## src/rtl/tdm_demux_defs_pkg.sv

```systemverilog
// Shared definitions for the TDM demultiplexer.
// Optional build macro TDM_DEMUX_PARITY_EN adds a fifth (even parity) slot to
// every frame and widens the slot counter to 3 bits.
package tdm_demux_defs_pkg;

  localparam int unsigned NUM_CHANNELS = 4;

`ifdef TDM_DEMUX_PARITY_EN
  localparam int unsigned SLOTS_PER_FRAME = 5;
  localparam int unsigned SLOT_W          = 3;
`else
  localparam int unsigned SLOTS_PER_FRAME = 4;
  localparam int unsigned SLOT_W          = 2;
`endif

  // Frame alignment state
  typedef enum logic {
    ST_HUNT = 1'b0,
    ST_RUN  = 1'b1
  } state_e;

endpackage

```

## src/rtl/channel_shift_reg.sv

```systemverilog
// Per-channel serial-to-parallel shift register, MSB first.
// Ports:
//   clk, reset : clock, synchronous active-high reset
//   shift_en   : shift din into the LSB this cycle
//   clear      : zero the register; with shift_en the result is just din
//   din        : serial bit
//   q          : parallel contents
module channel_shift_reg #(
  parameter int unsigned WIDTH = 8
) (
  input  logic             clk,
  input  logic             reset,
  input  logic             shift_en,
  input  logic             clear,
  input  logic             din,
  output logic [WIDTH-1:0] q
);

  // Clear-with-shift restarts the word with din as its first (MSB-to-be) bit
  always_ff @(posedge clk) begin
    if (reset) begin
      q <= '0;
    end else if (clear) begin
      q <= shift_en ? WIDTH'(din) : '0;
    end else if (shift_en) begin
      q <= {q[WIDTH-2:0], din};
    end
  end

endmodule

```

## src/rtl/tdm_demultiplexer.sv

```systemverilog
// TDM demultiplexer: rebuilds four WIDTH-bit channel words from one serial
// stream of bit-interleaved frames (one bit per channel per frame, MSB first).
// Optional build macro: TDM_DEMUX_PARITY_EN (5-slot frames with even parity
// in slot 4, adds the parity_err output).
// Ports:
//   clk, reset        : clock, synchronous active-high reset
//   din, din_valid    : serial bit and its qualifier
//   frame_sync        : marks slot 0 of the first frame of a word set
//   out0..out3        : registered channel words, held until next completion
//   out_valid         : one-cycle pulse when out0..out3 are loaded
//   sync_err          : one-cycle pulse on an alignment violation
//   locked            : high while aligned (RUN)
//   parity_err        : (parity build) one-cycle pulse after a bad slot 4
module tdm_demultiplexer
  import tdm_demux_defs_pkg::*;
#(
  parameter int unsigned WIDTH = 8
) (
  input  logic             clk,
  input  logic             reset,
  input  logic             din,
  input  logic             din_valid,
  input  logic             frame_sync,
  output logic [WIDTH-1:0] out0,
  output logic [WIDTH-1:0] out1,
  output logic [WIDTH-1:0] out2,
  output logic [WIDTH-1:0] out3,
  output logic             out_valid,
  output logic             sync_err,
  output logic             locked
`ifdef TDM_DEMUX_PARITY_EN
  ,
  output logic             parity_err
`endif
);

  localparam int unsigned         BIT_W     = (WIDTH > 1) ? $clog2(WIDTH) : 1;
  localparam logic [SLOT_W-1:0]   LAST_SLOT = SLOT_W'(SLOTS_PER_FRAME - 1);
  localparam logic [BIT_W-1:0]    LAST_BIT  = BIT_W'(WIDTH - 1);

  state_e            state_q;
  logic [SLOT_W-1:0] slot_cnt;
  logic [BIT_W-1:0]  bit_cnt;

  logic fresh_c;     // beat starts a new word set at slot 0
  logic normal_c;    // beat continues the current word set
  logic missing_c;   // expected frame_sync absent
  logic stray_c;     // frame_sync in the wrong place
  logic complete_c;  // final beat of a word set
  logic drop_set_c;  // completed set must not be published

  logic [NUM_CHANNELS-1:0] shift_en_c;
  logic [WIDTH-1:0]        sr_q   [NUM_CHANNELS];
  logic [WIDTH-1:0]        word_c [NUM_CHANNELS];

`ifdef TDM_DEMUX_PARITY_EN
  logic par_q;        // running parity over slots 0..3 of the current frame
  logic bad_q;        // a parity failure has hit the current word set
  logic par_mismatch_c;
`endif

  // Beat classification, shift enables and the words as they will be after this beat
  always_comb begin
    fresh_c    = 1'b0;
    normal_c   = 1'b0;
    missing_c  = 1'b0;
    stray_c    = 1'b0;
    if (din_valid) begin
      if (state_q == ST_HUNT) begin
        fresh_c = frame_sync;
      end else if (slot_cnt == SLOT_W'(0) && bit_cnt == BIT_W'(0)) begin
        normal_c  = frame_sync;
        missing_c = ~frame_sync;
      end else if (frame_sync) begin
        stray_c = 1'b1;
        fresh_c = 1'b1;
      end else begin
        normal_c = 1'b1;
      end
    end
    complete_c = normal_c && (slot_cnt == LAST_SLOT) && (bit_cnt == LAST_BIT);

    for (int n = 0; n < NUM_CHANNELS; n++) begin
      shift_en_c[n] = (fresh_c && n == 0) || (normal_c && slot_cnt == SLOT_W'(n));
      word_c[n]     = shift_en_c[n] ? {sr_q[n][WIDTH-2:0], din} : sr_q[n];
    end

`ifdef TDM_DEMUX_PARITY_EN
    par_mismatch_c = normal_c && (slot_cnt == LAST_SLOT) && (din != par_q);
    drop_set_c     = bad_q || par_mismatch_c;
`else
    drop_set_c     = 1'b0;
`endif
  end

  // Four channel shift registers; a fresh start wipes any partial words
  for (genvar g = 0; g < NUM_CHANNELS; g++) begin : g_ch
    channel_shift_reg #(.WIDTH(WIDTH)) u_sr (
      .clk      (clk),
      .reset    (reset),
      .shift_en (shift_en_c[g]),
      .clear    (fresh_c),
      .din      (din),
      .q        (sr_q[g])
    );
  end

  // Alignment FSM, counters and registered outputs
  always_ff @(posedge clk) begin
    if (reset) begin
      state_q   <= ST_HUNT;
      slot_cnt  <= '0;
      bit_cnt   <= '0;
      out0      <= '0;
      out1      <= '0;
      out2      <= '0;
      out3      <= '0;
      out_valid <= 1'b0;
      sync_err  <= 1'b0;
      locked    <= 1'b0;
`ifdef TDM_DEMUX_PARITY_EN
      par_q      <= 1'b0;
      bad_q      <= 1'b0;
      parity_err <= 1'b0;
`endif
    end else begin
      out_valid <= 1'b0;
      sync_err  <= 1'b0;
`ifdef TDM_DEMUX_PARITY_EN
      parity_err <= 1'b0;
`endif
      if (missing_c) begin
        sync_err <= 1'b1;
        state_q  <= ST_HUNT;
        locked   <= 1'b0;
        slot_cnt <= '0;
        bit_cnt  <= '0;
      end else if (fresh_c) begin
        sync_err <= stray_c;
        state_q  <= ST_RUN;
        locked   <= 1'b1;
        slot_cnt <= SLOT_W'(1);
        bit_cnt  <= '0;
`ifdef TDM_DEMUX_PARITY_EN
        par_q    <= din;
        bad_q    <= 1'b0;
`endif
      end else if (normal_c) begin
        if (slot_cnt == LAST_SLOT) begin
          slot_cnt <= '0;
          bit_cnt  <= (bit_cnt == LAST_BIT) ? '0 : bit_cnt + BIT_W'(1);
        end else begin
          slot_cnt <= slot_cnt + SLOT_W'(1);
        end
`ifdef TDM_DEMUX_PARITY_EN
        par_q      <= (slot_cnt == SLOT_W'(0)) ? din : (par_q ^ din);
        parity_err <= par_mismatch_c;
        bad_q      <= complete_c ? 1'b0 : (bad_q | par_mismatch_c);
`endif
        if (complete_c && !drop_set_c) begin
          out0      <= word_c[0];
          out1      <= word_c[1];
          out2      <= word_c[2];
          out3      <= word_c[3];
          out_valid <= 1'b1;
        end
      end
    end
  end

endmodule

```

## config.mk

```make
export PLATFORM = sky130hd
export DESIGN_NAME = tdm_demultiplexer
export DESIGN_NICKNAME = d
export VERILOG_FILES = /design/src/rtl/tdm_demux_defs_pkg.sv /design/src/rtl/channel_shift_reg.sv /design/src/rtl/tdm_demultiplexer.sv
export SDC_FILE = /design/constraint.sdc
export NUM_CORES = 1
export LEC_CHECK = 0
export CORE_MARGIN = 3
export CORE_UTILIZATION = 45
export DETAILED_ROUTE_END_ITERATION = 10
export DONT_BUFFER_PORTS = 1
export PLACE_DENSITY_LB_ADDON = 0.15
export SLEW_MARGIN = 20
export SYNTH_ARGS = -nofsm -noshare
export SYNTH_HDL_FRONTEND = slang
export SYNTH_SLANG_ARGS = --single-unit
```

## constraint.sdc

```tcl
create_clock -name clk -period 3.95 [get_ports clk]
set_input_delay 0.79 -clock clk [delete_from_list [all_inputs] [get_ports clk]]
set_output_delay 0.79 -clock clk [all_outputs]
set_load 0.02 [all_outputs]
```

==> metrics.txt, run 1 <==
status=finished clean; worst endpoint required time=4200 ps; reg-to-reg endpoint=out3[0]$_SDFFE_PP0P_; final std cells w/o fill=349; FF+latch count, synth=72; crit-path max FO=65; unrepaired setup endpoints after global routing=false; Row Count=28; met3 wire length=273 um; postcts setup bufs=0; worst path cell trace=inv_1, ha_1, nand2_1, or2_2, inv_1, ha_1, nand4_4, a2111oi_4, buf_12, nor2_1, a311oi_1; Post-route DRC=0; WL met2=2190 um; drt pass-1 iters=4; crit path kind=flop to flop; Critical Path Start=slot_cnt[0]$_SDFFE_PP0P_; Overflow after GRT=0; Worst R2R Start=slot_cnt[0]$_SDFFE_PP0P_; layout cell share with drive strength beyond 1=16.1%; share of the synthesized area in the top cell type=50.4%; vias=1832; Net Count, Synth=290; synth top area cells=dfxtp_1 50%, mux2i_1 11%, a211oi_2 8.8%; Final ANT Viol Nets=0; Slowest cell on crit path=a2111oi_4; placed cell count=333; Mapped Area=2860 um2; Max Root-Sink Buffers=2; Max Fclk=349 MHz; crit path launch type=flop; Worst Reg-to-Reg Cells=11; CP max stage delay=470 ps; Synth cell types=31; Synth Instances=276; vias in the first global route=1922; CP Capture Point=out3[0]$_SDFFE_PP0P_; Worst-Margin Slew=594 ps; area grow syn2layout=8.84%; Final period util=72.6%; cts repair resizes=0; sequential-to-total area share from yosys stat=50.4%; Syn Area/Cell=10.4 um2; Total Power=1.48 mW; Port Buffer Count=0; CORE AREA=6030 um2; routed wire length=5070 um; Clock Latency Late Sink=340 ps; fin crit period=2870 ps; antenna cells=0; Root Driver=clkbuf_8; Sum Neg Setup Slack=0 ps; Worst setup EP type=flop; Worst VDD drop=0.245 mV; Max-Cap Viols=0; top sig layer=met4; antenna violations before repair=0; die area=7350 um2; Fin Clk Skew=8.01 ps; I/O Pins=40; Initial DRC Count=84; die height=85.7 um; PD cells=476 nW/um2; CTS tree=built; Synthesis Warnings=0; Initial Util=47.4%; first-pass GRT wire length=9030 um; largest net degree at the start of global routing=66; fin nets=283; # setup viols final=0; M1 wire length=2500 um; CTS Sinks=72; Clk pin slew, worst setup/hold paths=80 ps; Hold Path Class=flop to flop; Avg WL per Cell=14.5 um; GRT Total Usage=15.6%; most frequent cells in the layout=72 x dfxtp_1, 64 x nor2_1, 30 x mux2i_1, 20 x a211oi_2; Worst Path Arrival=3120 ps; dpl hpwl=3260 um; Reg2Reg Setup Slack=1080 ps; Vias/cell=5.25; hold bufs inserted after CTS=0; most common cell after layout, fill and taps aside=dfxtp_1; Leak=1.20 nW; Rel. slew slack=60.4%; die width=85.7 um; fin. max-slew vios=0; CTS H-tree depth=3; TritonCTS Buffers=9; final hold violation count=0; largest area contributor in the synthesized netlist=dfxtp_1; gp weighted congestion=0.815
## critical path, delay by kind of cell (launching register included)
kind                       cells  cell delay (ps)
adders and majority gates      2              670
buffers and inverters          3              450
AOI/OAI and AO/OA              2              700
and+or+nand+nor                4              560
DFF                            1              400
## layout make-up
type | count | area [um2]
clock inverters | 5 | 104
repair buffers | 1 | 20.0
well taps | 75 | 93.8
clock buffers | 11 | 141
flip-flops and latches | 72 | 1440
fillers | 559 | 2910
inverters | 7 | 26.3
multi-input cells | 178 | 1280
## metal layers
layer | vias up | track usage (%)
met4 | 0 | 8.78
met2 | 37 | 22.8
met1 | 836 | 20.3
met5 | - | 0
met3 | 11 | 4.90
li1 | 948 | -
## cells by family after synthesis
kind of cell	share of synthesized area (%)
buf+inv	4.73
flops	50.4
compound gates	16.1
mux	11.0
simple gates	13.7
fa+ha+maj	3.94
## cell usage after synthesis (all sizes together)
| master | n |
|---|---|
| or2 | 1 |
| and2 | 1 |
| a211oi | 30 |
| nand4 | 3 |
| nor2 | 64 |
| a2111oi | 1 |
| a311oi | 3 |
| inv | 7 |
| o21ai | 2 |
| nor2b | 1 |
| mux2 | 1 |
| nand3 | 6 |
| dfxtp | 72 |
| and3 | 1 |
| a21oi | 10 |
| nand2 | 10 |
| clkbuf | 6 |
| nand2b | 1 |
| a221oi | 1 |
| ha | 9 |
| buf | 13 |
| mux2i | 30 |
| nor3 | 2 |
| a221o | 1 |
## where the power goes
part / total (mW) / internal, mW / switching [mW] / leakage, nW
clock: 0.702 / 0.437 / 0.265 / 0.124
combinational: 0.0442 / 0.0155 / 0.0287 / 0.492
sequential: 0.733 / 0.728 / 0.00521 / 0.580
total: 1.48 / 1.18 / 0.299 / 1.20
## worst min path at each step
| stage | to | slack, ps | depth (start not counted) | start |
|---|---|---|---|---|
| 2_1_floorplan | bit_cnt[2]$_SDFFE_PP0P_ | 450 | 2 | bit_cnt[2]$_SDFFE_PP0P_ |
| 3_3_place_gp | bit_cnt[1]$_SDFFE_PP0P_ | 470 | 2 | bit_cnt[1]$_SDFFE_PP0P_ |
| 3_5_place_dp | g_ch[2].u_sr.q[0]$_SDFF_PP0_ | 480 | 2 | g_ch[2].u_sr.q[0]$_SDFF_PP0_ |
| 4_1_cts | out1[4]$_SDFFE_PP0P_ | 490 | 1 | reset |
| 5_1_grt | out0[0]$_SDFFE_PP0P_ | 480 | 1 | reset |
| 6_report | bit_cnt[2]$_SDFFE_PP0P_ | 490 | 2 | bit_cnt[2]$_SDFFE_PP0P_ |
## sequential cells by signal (all words and copies together), names as in the netlist
register / count
bit_cnt: 3
state_q: 1
out1: 8
g_ch.u_sr.q: 32
out3: 8
sync_err: 1
out2: 8
out_valid: 1
slot_cnt: 2
out0: 8
## per-stage QoR
| stage | hold slack (ps) | setup slack, ps | util [%] | area [um2] |
|---|---|---|---|---|
| after floorplan | 449 | 1580 | - | 2860 |
| after global placement | 470 | 1150 | 47.5 | 2860 |
| after detailed placement | 480 | 1080 | 47.5 | 2860 |
| after CTS | 486 | 1060 | 51.6 | 3110 |
| after global routing | 477 | 776 | 51.6 | 3110 |
| final | 490 | 1080 | 51.6 | 3110 |
(Power assumes the default switching activity.)
==> run 2: changes to the inputs <==
==> constraint.sdc (replaced) <==
create_clock -name clk -period 2.51 [get_ports clk]
set_input_delay 0.502 -clock clk [delete_from_list [all_inputs] [get_ports clk]]
set_output_delay 0.502 -clock clk [all_outputs]
set_load 0.02 [all_outputs]
==> metrics.txt, run 2 (synthesis gave the netlist of run 1 again) <==
status=finished clean; die width=85.7 um; Clock Latency Late Sink=340 ps; Avg WL per Cell=16.0 um; WHS=224 ps; final hold violation count=0; Row Count=28; routed wire length=5880 um; die height=85.7 um; placed cell count=343; I/O Pins=40; Fin Clk Skew=7.30 ps; Post-route DRC=0; CTS tree=built; # setup viols final=0; Top reg by flops=g_ch.u_sr.q; layout cell share with drive strength beyond 1=23.6%; TritonCTS Buffers=9; Sum Neg Setup Slack=0 ps; CORE AREA=6030 um2; Reg2Reg Setup Slack=70 ps; placed inst area=2940 um2; Worst Reg-to-Reg Cells=11; Clk pin slew, worst setup/hold paths=80 ps; FILL cells=555; Register Area=1450 um2; hold endpoint=out0[0]$_SDFFE_PP0P_; Root Driver=clkbuf_8; die area=7350 um2; Finished Cell Area=3310 um2; Worst Path Arrival=2700 ps; Worst setup EP type=flop; fin crit period=2440 ps; first-pass GRT wire length=8780 um; Final ANT Viol Nets=0; Worst VDD drop=0.373 mV; max reg flops=32; final std cells w/o fill=367; antenna cells=0; vias=1964; Max Root-Sink Buffers=2; PD cells=692 nW/um2; Worst-Margin Slew=481 ps; worst endpoint required time=2770 ps; Hold Path Stages=1; post-layout util=55.0%; crit-path max FO=5; Max-Cap Viols=0; gp weighted congestion=0.787; Total Power=2.29 mW; fin nets=301; most common cell after layout, fill and taps aside=dfxtp_1; largest net degree at the start of global routing=43; Worst R2R Start=slot_cnt[1]$_SDFFE_PP0N_; Port Buffer Count=0; Final WS setup=71.4 ps; worst min-delay path startpoint=reset; Hold Path Class=primary input to flop; antenna violations before repair=0; reg-to-reg endpoint=out3[2]$_SDFFE_PP0P_; Initial DRC Count=110; CTS Sinks=72; crit path launch type=flop; Final period util=97.2%; Leak=1.29 nW; drt pass-1 iters=4; hold bufs inserted after CTS=0; Max Fclk=410 MHz; vias in the first global route=1883; GRT Total Usage=15.4%; pre-CTS setup slack=-19.5 ps; Rel. slew slack=67.9%; CTS H-tree depth=3; Multi-input gate area=1320 um2; most frequent cells in the layout=69 x dfxtp_1, 64 x nor2_1, 30 x mux2i_1, 20 x a211oi_2, 13 x buf_4; crit path kind=flop to flop; Initial Util=47.4%; Vias/cell=5.35; dpl hpwl=3450 um; area grow syn2layout=15.9%; Overflow after GRT=0; fin. max-slew vios=0
==> run 2: changes by cell type in the layout (fill, tap and decap cells not counted), moves of 2 or more <==
cell / previous run / this run
buf_4: 0 / 13
buf_8: 0 / 2
clkbuf_16: 0 / 2
dfxtp_1: 72 / 69
dfxtp_2: 0 / 3
ha_1: 9 / 6
ha_4: 0 / 2
inv_1: 7 / 5
inv_2: 0 / 2
==> run 2: area by class of cell <==
| type | count | share of cell area, % |
|---|---|---|
| Tap cell | 75 | 2.83 |
| Inverter | 7 | 0.793 |
| Clock inverter | 4 | 2.30 |
| Clock buffer | 12 | 4.68 |
| Sequential cell | 72 | 43.6 |
| Multi-Input combinational cell | 178 | 39.8 |
| Timing Repair Buffer | 19 | 5.93 |
==> run 2: worst max path at each step <==
stage | to | from | cells after the start
after floorplan | out3[5]$_SDFFE_PP0P_ | slot_cnt[0]$_SDFFE_PP0P_ | 12
after global placement | out1[0]$_SDFFE_PP0P_ | slot_cnt[0]$_SDFFE_PP0P_ | 10
after detailed placement | out1[0]$_SDFFE_PP0P_ | slot_cnt[1]$_SDFFE_PP0N_ | 10
after CTS | out3[0]$_SDFFE_PP0P_ | slot_cnt[1]$_SDFFE_PP0N_ | 10
after global routing | out0[6]$_SDFFE_PP0P_ | bit_cnt[0]$_SDFFE_PP0P_ | 12
final | out3[2]$_SDFFE_PP0P_ | slot_cnt[1]$_SDFFE_PP0N_ | 11
==> run 2: critical path, stage by stage, from the launching register on <==
cell and delay (ps):
dfxtp_2 320, inv_2 60, ha_2 170, nand2_1 50
or2_4 240, ha_4 160, mux2_4 280, a2111oi_4 480
buf_4 240, clkbuf_16 150, nor2_1 50, a211oi_2 180
==> run 2: routing by layer <==
metal,share of wire (%),up-vias,global-route usage (%),wire (um)
li1,-,981,-,-
met1,49,930,18.8,2870
met2,43,40,23.2,2550
met3,5.4,13,5.00,320
met4,2.3,0,9.93,133
met5,0,-,0,0
==> run 2: what timing repair did <==
| item | in CTS | in global routing |
|---|---|---|
| gates cloned | 0 | 4 |
| gates resized for setup | 1 | 15 |
| pin swaps | 0 | 5 |
| endpoints found under the hold margin | 0 | 0 |
| setup endpoints to repair | 3 | 40 |
| setup buffers | 0 | 4 |
==> run 2: report_power, final <==
group	switching, mW	internal (mW)	leakage (nW)
clock	0.424	0.616	0.113
sequential	0.00634	1.15	0.582
combinational	0.0549	0.0434	0.598
total	0.486	1.81	1.29
==> run 3: changes to the inputs <==
--- a/config.mk
+++ b/config.mk
@@ -5,7 +5,7 @@
 export SDC_FILE = /design/constraint.sdc
 export NUM_CORES = 1
 export LEC_CHECK = 0
-export CORE_MARGIN = 3
+export CORE_MARGIN = 2
 export CORE_UTILIZATION = 45
 export DETAILED_ROUTE_END_ITERATION = 10
 export DONT_BUFFER_PORTS = 1
==> metrics.txt, run 3 (synthesis gave the netlist of run 1 again) <==
hold bufs inserted after CTS=0; worst path cell trace=inv_1, ha_1, nand2_1, or2_4, inv_1, ha_4, nand4_4, a2111oi_4, buf_6, buf_4, clkbuf_16, a211oi_1; Root Driver=clkbuf_8; placed inst area=2910 um2; Port Buffer Count=0; area grow syn2layout=15.8%; fin crit period=2430 ps; Overflow after GRT=0; Slowest cell on crit path=a2111oi_4; Worst Path Arrival=2660 ps; CP delay by family, top=buffers and inverters; routed wire length=5750 um; Final period util=97.0%; met2 Use GR=24.7%; Worst Path Buf+Inv=5; worst endpoint required time=2740 ps; CORE AREA=6240 um2; PD cells=650 nW/um2; die area=7010 um2; met3 Usage GRT=7.12%; CTS tree=built; fin. max-slew vios=0; Worst setup EP type=flop; CTS Sinks=72; crit-path max FO=6; Hold Path Class=primary input to flop; Top reg by flops=g_ch.u_sr.q; I/O Pins=40; layout cell share with drive strength beyond 1=22.6%; status=finished clean; Clk pin slew, worst setup/hold paths=70 ps; Reg2Reg Setup Slack=80 ps; GRT Total Usage=16.1%; Post-route DRC=0; final std cells w/o fill=369; Worst-Margin Slew=575 ps; WHS=224 ps; Avg WL per Cell=15.6 um; Fin Clk Skew=6.04 ps; largest net degree at the start of global routing=43; met1 GRT Util=19.5%; dpl hpwl=3420 um; first-pass GRT wire length=8910 um; die height=83.7 um; CTS H-tree depth=3; CP max stage delay=470 ps; antenna cells=0; crit path kind=flop to flop; drt pass-1 iters=4; Sum Neg Setup Slack=0 ps; Max Root-Sink Buffers=2; fin nets=301; Vias/cell=5.37; Clock Latency Late Sink=340 ps; Max Fclk=411 MHz; Row Count=29; post-layout util=53.1%; Rel. slew slack=61.7%; placed cell count=342; die width=83.7 um; Worst VDD drop=0.385 mV; Finished Cell Area=3310 um2; Max-Cap Viols=0; TritonCTS Buffers=9; most common cell after layout, fill and taps aside=dfxtp_1; crit path launch type=flop; Most common cell on crit path=inv_1; # setup viols final=0; gr busiest metal=met2; most frequent cells in the layout=71 x dfxtp_1, 64 x nor2_1, 30 x mux2i_1, 21 x a211oi_2, 11 x clkbuf_8; vias=1982; max reg flops=32; Initial DRC Count=96; vias in the first global route=1908; antenna violations before repair=0; FILL cells=569; gp weighted congestion=0.750; final hold violation count=0; Final ANT Viol Nets=0; Initial Util=45.8%; Leak=1.29 nW
run 3: changes by cell type in the layout (fill, tap and decap cells not counted), moves of 2 or more:
cell	delta
buf_4	-4
buf_6	+3
clkinv_2	+2
dfxtp_1	+2
dfxtp_2	-2
run 3: area by class of cell:
cell class                 instances  area, um2  share of cell area, %
inverter                           7       26.3                  0.793
multi-input combinational        178       1320                   39.8
timing repair buffer              19        230                   6.95
clock inverter                     3       40.0                   1.21
sequential                        72       1440                   43.6
clock buffer                      13        159                   4.80
tap                               77       96.3                   2.91
run 3: stage by stage:
stage | total power [mW] | setup WS [ps]
6_report | 2.15 | 75.0
5_1_grt | 2.24 | -27.7
4_1_cts | 2.17 | -58.3
3_5_place_dp | 1.26 | -58.4
3_3_place_gp | 1.26 | 0.439
2_1_floorplan | 1.25 | 148
run 3: worst register-to-register path: stages (launching register included):
cell and delay, ps:
dfxtp_1 370, inv_1 60, ha_1 180, nand2_1 60, or2_4 120, inv_1 60, ha_4 310, nand4_4 110
a2111oi_4 470, buf_6 220, buf_4 150, clkbuf_16 150, a211oi_1 60
run 3: report_power, final:
group	internal, mW	leakage, nW	switching [mW]
combinational	0.0381	0.607	0.0526
sequential	1.15	0.581	0.00608
clock	0.511	0.103	0.399
run 3: timing repair:
action                     CTS  global route
setup endpoints to repair   31            41
gates cloned                 0             7
gates resized for setup      0            21
pin swaps                    0             3
buffers inserted             0             4
run 3: final timing paths:
kind                                              startpoint                      endpoint  depth (start not counted)
worst max-delay path                 bit_cnt[0]$_SDFFE_PP0P_          out1[1]$_SDFFE_PP0P_                         12
worst min-delay path                                   reset          out1[2]$_SDFFE_PP0P_                          1
worst max register to register       bit_cnt[0]$_SDFFE_PP0P_          out1[1]$_SDFFE_PP0P_                         12
worst min register to register  g_ch[2].u_sr.q[0]$_SDFF_PP0_  g_ch[2].u_sr.q[0]$_SDFF_PP0_                          2
run 3: layer usage:
layer	vias up	part of all wire, %
met4	0	1.7
met1	943	47
met2	47	45
li1	983	-
met3	9	6.7
met5	-	0
==> edit 1, RTL diff (config.mk and constraints of run 3) <==
The package constant `NUM_CHANNELS` goes from 4 to 8.
--- a/src/rtl/tdm_demux_defs_pkg.sv
+++ b/src/rtl/tdm_demux_defs_pkg.sv
@@ -3,7 +3,7 @@
 // every frame and widens the slot counter to 3 bits.
 package tdm_demux_defs_pkg;
 
-  localparam int unsigned NUM_CHANNELS = 4;
+  localparam int unsigned NUM_CHANNELS = 8;
 
 `ifdef TDM_DEMUX_PARITY_EN
   localparam int unsigned SLOTS_PER_FRAME = 5;
Check against the original RTL: equivalent (equiv_simple and equiv_induct, registers matched by name and starting in step).
==> edit 1 against run 3 <==
  * Area after synthesis about the same
  * Sequential power about the same
  * Design area fell by 0.57%
  * Wire length down 8.4%
  * Worst setup slack gained 87 ps
  * Sequential cell count did not move
  * Global-route usage down 0.22 points
  * Via count down 3.9%
  * Total power is 0.26% higher
  * Combinational power about the same
  * Non-clock buffer count grew 3
  * Largest cell class unchanged
  * Largest power group unchanged
==> edit 1: results (changes against run 3) <==
[metrics] Post-Layout Cell Count: 372 (+0.81%)
[metrics] number of inserted filler cells in the final layout: 575 (+1.1%)
[metrics] GR Util All Layers: 15.9% (-0.22 points)
[metrics] met3 demand-to-capacity share in global routing: 6.03% (-1.1 points)
[metrics] total internal power: 1.70 mW (about the same)
[metrics] power density over the cells: 656 nW/µm² (+0.83%)
[metrics] Wirelength per Cell: 14.2 µm (-9.1%)
[metrics] Routed met3 length: 286 µm (-26%)
[metrics] IR drop worst, VDD: 0.000349 V (-9.4%)
[metrics] met1 layer usage reported by global route: 20.8% (+1.3 points)
[metrics] met2 routed wirelength: 2240 µm (-14%)
[metrics] number of instances in the placed design: 347 (+1.5%)
[metrics] sequential element share of the synthesized area: 50.4% (about the same)
[metrics] arrival time of data at the critical path endpoint: 2600 ps (-60 ps)
[metrics] Final Hold Slack: 225 ps (+1.54 ps)
[metrics] run status: complete, no violations
[metrics] post-DP HPWL: 3440 µm (+0.59%)
[metrics] CP Max Fanout: 8 (+2)
[metrics] cell types occupying the most area after synthesis: dfxtp_1, mux2i_1, a211oi_2
[metrics] worst-case headroom to the max-slew limit: 74.4% (+13 points)
[metrics] final-stage net count: 304 (+1.0%)
[metrics] Final Wtd Congestion: 0.798 (+6.4%)
[metrics] Clk. pwr: 916 µW (+0.7%)
[metrics] ratio of cells with drive above 1 in the final layout: 22.4% (-0.23 points)
[metrics] overall via count from detail_route: 1,904 (-3.9%)
[metrics] Cell Area, Placed: 2970 µm² (+2.2%)
[metrics] vias in the first global route: 1,848 (-3.1%)
edit 1: cell count changes in the layout (fill, tap and decap cells not counted):
cell       before  now
ha_1            6    7
ha_4            2    1
clkbuf_4        1    0
a211oi_1        9   10
buf_12          1    2
clkbuf_16       3    1
a211oi_2       21   20
buf_8           1    2
buf_6           4    2
buf_4           9   15
dfxtp_1        71   72
dfxtp_2         1    0
edit 1: repair_timing:
item | 4_1_cts | 5_1_grt
pin swaps | 0 | 9
cloned | 0 | 1
buffers inserted | 0 | 8
hold buffers | 0 | 0
hold endpoints to repair | 0 | 0
endpoints found under the setup margin | 10 | 31
gates resized for setup | 0 | 11
edit 1: cells by family after synthesis:
kind of cell               after synthesis  share of synthesized area [%]
and+or+nand+nor                         90                           13.7
DFF                                     72                           50.4
AOI/OAI and AO/OA                       48                           16.1
muxes                                   31                           11.0
buffers and inverters                   26                           4.77
adders and majority gates                9                           3.94
edit 1: layout make-up:
class / count / area [µm²] / area share [%]
flip-flops and latches: 72 / 1440 / 43.8
multi-input cells: 178 / 1300 / 39.5
repair buffers: 22 / 230 / 6.99
clock buffers: 13 / 159 / 4.83
well taps: 77 / 96.3 / 2.93
clock inverters: 3 / 40.0 / 1.22
inverters: 7 / 26.3 / 0.798
edit 1: final timing paths:
kind / from / depth (start not counted) / end
setup / recovery: slot_cnt[0] / 11 / out2[0]
hold / removal: reset / 1 / g_ch[2].u_sr.q[0]
setup reg to reg: slot_cnt[0] / 11 / out2[0]
hold reg to reg: bit_cnt[1] / 2 / bit_cnt[1]
edit 1: critical path, delay by kind of cell, from the launching register on:
kind            cells  cell delay, ps
flops               1             310
simple gates        3             330
fa+ha+maj           2             340
mux                 1             280
buf+inv             3             410
compound gates      2             590
==> edit 2, RTL diff (flow settings as in run 3) <==
Without the edit above. Reset style: asynchronous (`reset`), changed in 2 clocked blocks. Comments in the files are not updated.
--- a/src/rtl/channel_shift_reg.sv
+++ b/src/rtl/channel_shift_reg.sv
@@ -17,7 +17,7 @@
 );
 
   // Clear-with-shift restarts the word with din as its first (MSB-to-be) bit
-  always_ff @(posedge clk) begin
+  always_ff @(posedge clk or posedge reset) begin
     if (reset) begin
       q <= '0;
     end else if (clear) begin
--- a/src/rtl/tdm_demultiplexer.sv
+++ b/src/rtl/tdm_demultiplexer.sv
@@ -106,7 +106,7 @@
   end
 
   // Alignment FSM, counters and registered outputs
-  always_ff @(posedge clk) begin
+  always_ff @(posedge clk or posedge reset) begin
     if (reset) begin
       state_q   <= ST_HUNT;
       slot_cnt  <= '0;
Formal check against the unedited RTL: differs if reset is asserted again (counterexample within 4 cycles, from zero or initial values and one cycle with reset high); with reset held inactive, the same outputs for 10 cycles.
==> edit 2 against run 3 <==
  * Design area barely moved
  * Wire length fell by 9.9%
  * Via count fell by 9.2%
  * Sequential cell count fell by 1
  * Area after synthesis rose by 4.4%
  * Hold slack got worse by 120 ps
  * Synthesized cell count fell by 5.4%
  * Non-clock buffer count fell by 9
  * Worst setup slack improved by 71 ps
  * Count of clock-buffer cells in the layout fell by 3
  * Largest cell class unchanged
Power is not compared: it rests on default switching activity, and its combinational part moved more than twofold at a synthesized area within 25%.
==> edit 2: results (changes against run 3) <==
[metrics] clock root buffer: clkbuf_8
[metrics] worst-case headroom to the max-slew limit: 60.9% (-0.73 points)
[metrics] share of flip-flops with an asynchronous set or reset after synthesis: 100% (+100 points)
[metrics] clock network latency to the later pin of the worst-skew pair: 330 ps
[metrics] average vias per placed instance: 5.11 (-4.8%)
[metrics] Final Wtd Congestion: 0.766 (+2.1%)
[metrics] endpoint of the most critical register-to-register path: out1[5]
[metrics] number of instances in the placed design: 335 (-2.0%)
[metrics] vias in the first global route: 1,748 (-8.4%)
[metrics] number of cells produced by synthesis: 261 (-5.4%)
[metrics] number of inserted filler cells in the final layout: 588 (+3.3%)
[metrics] overall via count from detail_route: 1,800 (-9.2%)
[metrics] run status: complete, no violations
[metrics] clock transition at the register clock pins on the worst setup and hold paths after CTS: 70 ps (about the same)
[metrics] Largest register FFs: 31 (-3.1%)
[metrics] cell types occupying the most area after synthesis: dfrtp_1, mux2i_1, nand2_1
[metrics] Cell variety after synth: 32 (+3.2%)
[metrics] number of antenna violations at the first check in global routing: 0 (unchanged)
[metrics] CP Max Fanout: 9 (+3)
[metrics] met3 demand-to-capacity share in global routing: 5.93% (-1.2 points)
[metrics] sequential element share of the synthesized area: 59.5% (+9.1 points)
[metrics] list of most frequent post-synthesis cells: dfrtp_1, nand2_1, nor2_1, o21ai_0, mux2i_1
[metrics] top register by number of flip-flops: g_ch.u_sr.q
[metrics] DRC violation total after the first TritonRoute iteration: 90 (-6.3%)
[metrics] met1 layer usage reported by global route: 21.3% (+1.8 points)
[metrics] GR Util All Layers: 15.7% (-0.39 points)
[metrics] final-stage net count: 284 (-5.6%)
[metrics] launch point of the worst reg-to-reg path: slot_cnt[0]
[metrics] arrival time of data at the critical path endpoint: 2580 ps (-80 ps)
[metrics] first-pass GRT wire length: 8880 µm (-0.30%)
[metrics] first-pass iteration count of the detailed router: 4 (unchanged)
[metrics] Max-Cap Viols: 0 (unchanged)
[metrics] maximum level of the CTS H-tree: 3 (unchanged)
[metrics] met2 demand-to-capacity share in global routing: 22.9% (-1.8 points)
[metrics] pin count of the biggest net entering global routing: 32 (-26%)
[metrics] depth of the most critical reg-to-reg path: 10 (-2)
[metrics] Final Hold Slack: 105 ps (-119 ps)
[metrics] number of buffers between clock root and the deepest sink: 2 (unchanged)
[metrics] period utilization: 94.2% (-2.8 points)
[metrics] Hold Crit Class: in2async
[metrics] Wirelength per Cell: 14.7 µm (-5.5%)
[metrics] Synth Flop Type: dfrtp_1
[metrics] number of synthesis warnings: 0 (unchanged)
[metrics] Pleak: 1.69 nW
[metrics] post-DP HPWL: 3640 µm (+6.2%)
[metrics] Setup Skew: 6.27 ps (+0.233 ps)
[metrics] r2r setup slk: 150 ps (+70 ps)
[metrics] ratio of cells with drive above 1 in the final layout: 17.1% (-5.5 points)
[metrics] IR drop worst, VDD: 0.000441 V
[edit 2: cell count changes in the layout (fill, tap and decap cells not counted), sizes merged, moves of 24 or more]
cell / run 3 / this run
a211oi: 30 / 0
dfrtp: 0 / 71
nor2: 64 / 25
o21ai: 2 / 26
nand2: 10 / 46
dfxtp: 72 / 0
[edit 2: how the worst max path moves through the flow]
stage,slack (ps),from,end,cells after the start
after floorplan,210,reset,bit_cnt[0],1
after global placement,150,slot_cnt[0],out1[0],11
after detailed placement,100,slot_cnt[0],g_ch[0].u_sr.q[6],9
after CTS,70,slot_cnt[0],g_ch[0].u_sr.q[6],9
after global routing,-20,slot_cnt[1],out2[7],10
final,150,slot_cnt[0],out1[5],10
[edit 2: cells by family after synthesis]
family,share of synthesized area (%)
simple gates,12.2
flops,59.5
compound gates,9.31
mux,11.5
buf+inv,3.69
fa+ha+maj,3.77
[edit 2: area by class of cell]
class / count / area (µm²) / share of cell area, %
clock inverters: 6 / 60.1 / 1.81
well taps: 77 / 96.3 / 2.91
multi-input cells: 168 / 1100 / 33.3
flip-flops and latches: 71 / 1780 / 53.6
clock buffers: 10 / 138 / 4.15
inverters: 10 / 37.5 / 1.13
repair buffers: 10 / 100 / 3.02
[edit 2: critical path, cell delays in order (launching register included)]
cell and delay, ps:
dfrtp_1 410, inv_1 110, ha_1 180, nand2_1 50
or2_2 280, inv_1 60, ha_1 230, and3_2 270
nand2_2 230, mux2i_1 310, o21ai_0 110
[edit 2: stage by stage]
step | setup slack, ps | cell area (µm²) | util, %
final | 146 | 3310 | 51.9
after global routing | -23.2 | 3310 | 51.9
after CTS | 70.6 | 3290 | 51.5
after detailed placement | 100 | 3090 | 48.4
after global placement | 148 | 3090 | 48.4
after floorplan | 211 | 2980 | -
[edit 2: where the power goes]
part / leakage (nW) / internal [mW] / total, mW / switching, mW
clock network: 0.0981 / 0.480 / 0.894 / 0.413
registers: 0.980 / 1.25 / 1.32 / 0.0707
logic: 0.613 / 0.238 / 0.599 / 0.361
total: 1.69 / 1.96 / 2.81 / 0.844
[edit 2: per-layer routing]
layer | vias to the layer above | share of wire [%]
li1 | 884 | -
met1 | 878 | 48
met2 | 34 | 46
met3 | 4 | 5.4
met4 | 0 | 0.98
met5 | - | 0
[edit 2: timing repair]
action | CTS | global route
setup endpoints to repair | 0 | 28
setup buffers | 0 | 1
gates resized for setup | 0 | 1
endpoints found under the hold margin | 0 | 0
